<file path="src/rtl/seven_segment_decoder.sv">
// Readback monitor for a 7-segment display bus: debounces the active-low segment
// pattern, decodes it to a hex digit + DP, and counts illegal patterns.
module seven_segment_decoder #(
    parameter int STABLE_CYCLES = 4,
    parameter int ERR_W         = 8
) (
    input  logic             clk,
    input  logic             reset_n,
    input  logic [7:0]       seg_in,
    output logic [3:0]       out_value,
    output logic             out_dp,
    output logic             out_valid,
    input  logic             out_ready,
    output logic             seg_err,
    output logic [ERR_W-1:0] err_count,
    output logic             overrun,
    input  logic             clr,
    output logic             state_dbg
);

    localparam int CNT_W = (STABLE_CYCLES > 1) ? $clog2(STABLE_CYCLES) : 1;

    typedef enum logic {IDLE = 1'b0, SETTLE = 1'b1} state_t;

    state_t           state_q, state_d;
    logic [CNT_W-1:0] cnt_q, cnt_d;
    logic [7:0]       seg_q;
    logic             change;
    logic             fire;
    logic             legal;
    logic             blank;
    logic [3:0]       dec_value;
    logic             event_v;
    logic             err_v;
    logic             drop;

    // Out stream: out_valid/out_value/out_dp form a standard valid/ready pair;
    // an event transfers on a rising edge where out_valid & out_ready, and the
    // data is held unchanged while out_valid & !out_ready.
    logic [3:0]       value_q;
    logic             dp_q;
    logic             valid_q;
    logic             seg_err_q;
    logic [ERR_W-1:0] err_count_q;
    logic             overrun_q;

    assign change = (seg_in != seg_q);

    always_ff @(posedge clk or negedge reset_n) begin
        if (!reset_n) begin
            state_q <= IDLE;
            cnt_q   <= '0;
            seg_q   <= 8'hFF;
        end else begin
            state_q <= state_d;
            cnt_q   <= cnt_d;
            seg_q   <= seg_in;
        end
    end

    always_comb begin
        state_d = state_q;
        cnt_d   = cnt_q;
        case (state_q)
            IDLE: begin
                if (change) begin
                    state_d = SETTLE;
                    cnt_d   = '0;
                end
            end
            SETTLE: begin
                if (change) begin
                    cnt_d = '0;
                end else if (cnt_q == CNT_W'(STABLE_CYCLES - 1)) begin
                    state_d = IDLE;
                end else begin
                    cnt_d = cnt_q + 1'b1;
                end
            end
            default: state_d = IDLE;
        endcase
    end

    always_comb begin
        fire = (state_q == SETTLE) && !change && (cnt_q == CNT_W'(STABLE_CYCLES - 1));
    end

    always_comb begin
        legal     = 1'b1;
        dec_value = 4'h0;
        case (seg_q[6:0])
            7'b1000000: dec_value = 4'h0;
            7'b1111001: dec_value = 4'h1;
            7'b0100100: dec_value = 4'h2;
            7'b0110000: dec_value = 4'h3;
            7'b0011001: dec_value = 4'h4;
            7'b0010010: dec_value = 4'h5;
            7'b0000010: dec_value = 4'h6;
            7'b1111000: dec_value = 4'h7;
            7'b0000000: dec_value = 4'h8;
            7'b0011000: dec_value = 4'h9;
            7'b0001000: dec_value = 4'hA;
            7'b0000011: dec_value = 4'hB;
            7'b1000110: dec_value = 4'hC;
            7'b0100001: dec_value = 4'hD;
            7'b0000110: dec_value = 4'hE;
            7'b0001110: dec_value = 4'hF;
            default:    legal     = 1'b0;
        endcase
    end

    assign blank   = (seg_q[6:0] == 7'h7F);
    assign event_v = fire && legal;
    assign err_v   = fire && !legal && !blank;
    assign drop    = event_v && valid_q && !out_ready;

    always_ff @(posedge clk or negedge reset_n) begin
        if (!reset_n) begin
            value_q     <= 4'h0;
            dp_q        <= 1'b0;
            valid_q     <= 1'b0;
            seg_err_q   <= 1'b0;
            err_count_q <= '0;
            overrun_q   <= 1'b0;
        end else begin
            if (event_v && (!valid_q || out_ready)) begin
                value_q <= dec_value;
                dp_q    <= ~seg_q[7];
                valid_q <= 1'b1;
            end else if (valid_q && out_ready) begin
                valid_q <= 1'b0;
            end
            seg_err_q <= err_v;
            // clr takes priority over a same-cycle increment or drop
            if (clr) begin
                err_count_q <= '0;
                overrun_q   <= 1'b0;
            end else begin
                if (err_v && (err_count_q != {ERR_W{1'b1}})) begin
                    err_count_q <= err_count_q + 1'b1;
                end
                if (drop) begin
                    overrun_q <= 1'b1;
                end
            end
        end
    end

    assign out_value = value_q;
    assign out_dp    = dp_q;
    assign out_valid = valid_q;
    assign seg_err   = seg_err_q;
    assign err_count = err_count_q;
    assign overrun   = overrun_q;
    assign state_dbg = (state_q == SETTLE);

endmodule

</file>
<file path="config.mk">
export PLATFORM = sky130hd
export DESIGN_NAME = seven_segment_decoder
export DESIGN_NICKNAME = d
export VERILOG_FILES = /design/src/rtl/seven_segment_decoder.sv
export SDC_FILE = /design/constraint.sdc
export NUM_CORES = 1
export LEC_CHECK = 0
export CAP_MARGIN = 20
export CORE_AREA = 2 2 67 69
export CTS_CLUSTER_SIZE = 16
export DETAILED_ROUTE_END_ITERATION = 8
export DIE_AREA = 0 0 69 71
export HOLD_SLACK_MARGIN = 0.12
export PLACE_DENSITY = 0.7
export SYNTH_ARGS = -nofsm -noshare
export SYNTH_HDL_FRONTEND = slang
export SYNTH_SLANG_ARGS = --single-unit
</file>
<file path="constraint.sdc">
create_clock -name clk -period 2.55 [get_ports clk]
set_input_delay 0.3825 -clock clk [delete_from_list [all_inputs] [get_ports clk]]
set_output_delay 0.3825 -clock clk [all_outputs]
set_load 0.02 [all_outputs]
</file>
==> results.md <==
- Leakage power: 0.898 nW
- Vias in the first global route: 1,286
- Crit-path slowest cell: dfstp_4
- Clock Power Share: 0.303
- Met3 GRT Util: 0.0128
- Synthesis-stage register bit count: 27
- Pins Over Slew Limit: 0
- CTS HTree Levels: 1
- DR iter-0 viols: 81
- CP required: 2730 ps
- Number of flops mapped to enable cells by yosys: 0
- Hold-fix buffer count after cts: 0
- F_max: 408 MHz
- Worst min path class: in -> async
- Combinational power share: 0.126
- Net Count, Synth: 183
- Outcome: finished clean
- Routed wire per std cell: 13.9 um
- Fin crit share: 0.961
- Post-synthesis mux area share: 0.0754
- WHS: 477 ps
- # setup viols final: 0
- Layout cell share with drive strength beyond 1: 0.197
- DRT Pass-1 Iters: 4
- # DRC: 0
- Cell row count: 24
- Tmin final: 2450 ps
- Primary FF master, synth: dfrtp_1
- Worst Path Max Fanout: 14
- Setup Crit Path Kind: reg -> reg
- Die Y: 71 um
- Synth cell types: 53
- Global-route wire length before repair: 5960 um
- Post-synthesis cell count: 169
- Max clock buf depth: 2
- Crit path arrival time: 2630 ps
- Net Sw Frac: 0.250
- Starting Density: 0.407
- Final nets: 218
- CP Capture Type: register
- Number of diodes: 0
- Mapped cell area: 0.00171 mm2
- CTS tree: done
- Commonest non-fill, non-tap cells in the layout: 28 x clkdlybuf4s50_1, 19 x nor2_1, 19 x dfrtp_1
- Worst path max stage delay: 700 ps
- Clock sink count: 27
- Cell-by-cell trace of the critical path: and4bb_1, o31ai_1, and4_4, nand4_4, buf_4, o31a_2, a211oi_1
- Cell Pwr Density: 384 mW/mm2
- Root buffer cell: clkbuf_8
- Net load switching power: 0.202 mW
- Final Routed Wirelength: 3540 um
- GRT overflow: 0
- Worst-Margin Slew: 618 ps
- Initial antenna violation count: 0
- Final Hold Vio Count: 0
- Worst vdd ir: 0.271 mV
- Most common library cell in the layout ignoring fill and taps: clkdlybuf4s50_1
- Synth Warn #: 0
- Synth Area in Adders: 0.0146
- Worst-skew pair later-pin latency: 270 ps
- Max-slew headroom: 0.585
- Main combinational cell family by area after synthesis: simple AND/OR/NAND/NOR gates
- Routability cong.: 0.798
- Average via count per standard cell: 5.44
- Vias: 1,388
- P_int: 0.605 mW
- Sequential area share after synthesis: 0.401
- HPWL Detailed: 2510 um
- Post-route ant nets: 0
- Met2 Use GR: 0.224
- Seq pwr share: 0.571
- Die width: 69 um
- Clock Skew: 2.33 ps
- Die area: 0.00490 mm2
- Number of port buffers: 28
- RSZ-0062 raised after global routing: false
- Total power: 0.807 mW
- GR peak layer: met2
- Core box area: 0.00420 mm2
- Met1 Use GR: 0.213
- Area growth syn-to-layout: 22.8%
- Clock Pin Slew Worst Setup and Hold Paths: 90 ps
- Ys async rst share: 1.00
- Simple-gate area share of the yosys netlist: 0.270
- Max Cap Violations: 0
- Critical Path Start Type: register
- Syn Area/Cell: 10.1 um2
- Total Routing Usage GR: 0.145
- Num CTS Buffers: 3
- # IOs: 29
- Post-synthesis compound-gate area fraction: 0.109
- Xor/xnor cell area share of the yosys netlist: 0.0512
- Largest net degree at the start of global routing: 28
## registers in the layout, indices dropped and copies added (netlist names), 2 cells and up
register / count
err_count: 8
cnt_q: 2
seg_q: 8
out_value: 4
## critical path: cells and delay by family, from the launching register on
| kind | cells | cell delay (ps) |
|---|---|---|
| AOI/OAI and AO/OA | 3 | 810 |
| DFF | 1 | 700 |
| and+or+nand+nor | 3 | 660 |
| buffers and inverters | 1 | 180 |
## cell type report
| cell class | count | area (um2) |
|---|---|---|
| flip-flops and latches | 27 | 693 |
| well taps | 52 | 65.1 |
| inverters | 6 | 22.5 |
| multi-input cells | 125 | 896 |
| fillers | 405 | 2100 |
| clock buffers | 4 | 45.0 |
| repair buffers | 41 | 378 |
## cells in the mapped netlist, types with 3 or more instances
cell       n  area [um2]
nand4_1    5        31.3
nand2_1    7        26.3
nand2b_1   4        25.0
buf_2      3        15.0
inv_1      6        22.5
nor2_1    19        71.3
dfrtp_1   19         475
o21ai_0    4        20.0
nand3_1    6        30.0
nor3b_1    3        22.5
nor2b_1    7        43.8
xor2_1    10        87.6
mux2i_1    5        50.1
nor4_1     3        18.8
dfstp_2    8         210
mux2_2     6        67.6
buf_6      4        45.0
nor3_1     7        35.0
a21oi_1    3        15.0
## metrics by stage
stage / cell area (um2) / utilization / std cells / setup TNS (ps) / setup slack [ps]
floorplan: 1710 / - / 169 / 0 / 249
global placement: 2010 / 0.478 / 247 / -96.6 / -72.9
detailed placement: 2010 / 0.478 / 247 / -285 / -124
CTS: 2060 / 0.489 / 251 / 0 / 23.7
global route: 2100 / 0.499 / 255 / 0 / 2.35
finish: 2100 / 0.499 / 255 / 0 / 98.8
## layer usage
layer  routed length [um]  share of wire  vias up
met4                   34         0.0096        0
met3                   82          0.023        2
li1                     -              -      682
met5                    0              0        -
met2                 1610           0.45       29
met1                 1810           0.51      675
## cell families (layout without fill, tap and decap cells)
family	after synthesis	count (layout)
AND/OR/NAND/NOR	77	77
flip-flops	27	27
AO/OA/AOI/OAI	24	24
buffers and inverters	17	51
multiplexers	12	12
XOR/XNOR	10	10
adder cells (fa/ha/maj)	2	2
## final timing paths
check                                         startpoint                        to  slack (ps)  cells past startpoint
max in group asynchronous                        reset_n        seg_q[5]$_DFF_PN1_        1770                      2
worst min register to register  out_value[3]$_DFFE_PN0P_  out_value[3]$_DFFE_PN0P_         520                      1
min in group clk                out_value[3]$_DFFE_PN0P_  out_value[3]$_DFFE_PN0P_         520                      1
worst max register to register        seg_q[3]$_DFF_PN1_  err_count[6]$_DFFE_PN0P_         100                      7
worst min-delay path                             reset_n       state_dbg$_DFF_PN0_         480                      2
worst max-delay path                  seg_q[3]$_DFF_PN1_  err_count[6]$_DFFE_PN0P_         100                      7
## power groups by stage
stage	combinational (mW)	clock [mW]	sequential, mW
floorplan	0.0761	0	0.452
global placement	0.0925	0	0.468
detailed placement	0.0939	0	0.469
CTS	0.0944	0.254	0.461
global route	0.113	0.271	0.462
finish	0.102	0.244	0.461
## repair_timing
action	4_1_cts	5_1_grt
setup endpoints to repair	0	7
resized for setup	0	6
setup buffers	0	4
No activity file was read; power rests on OpenSTA's default activity.
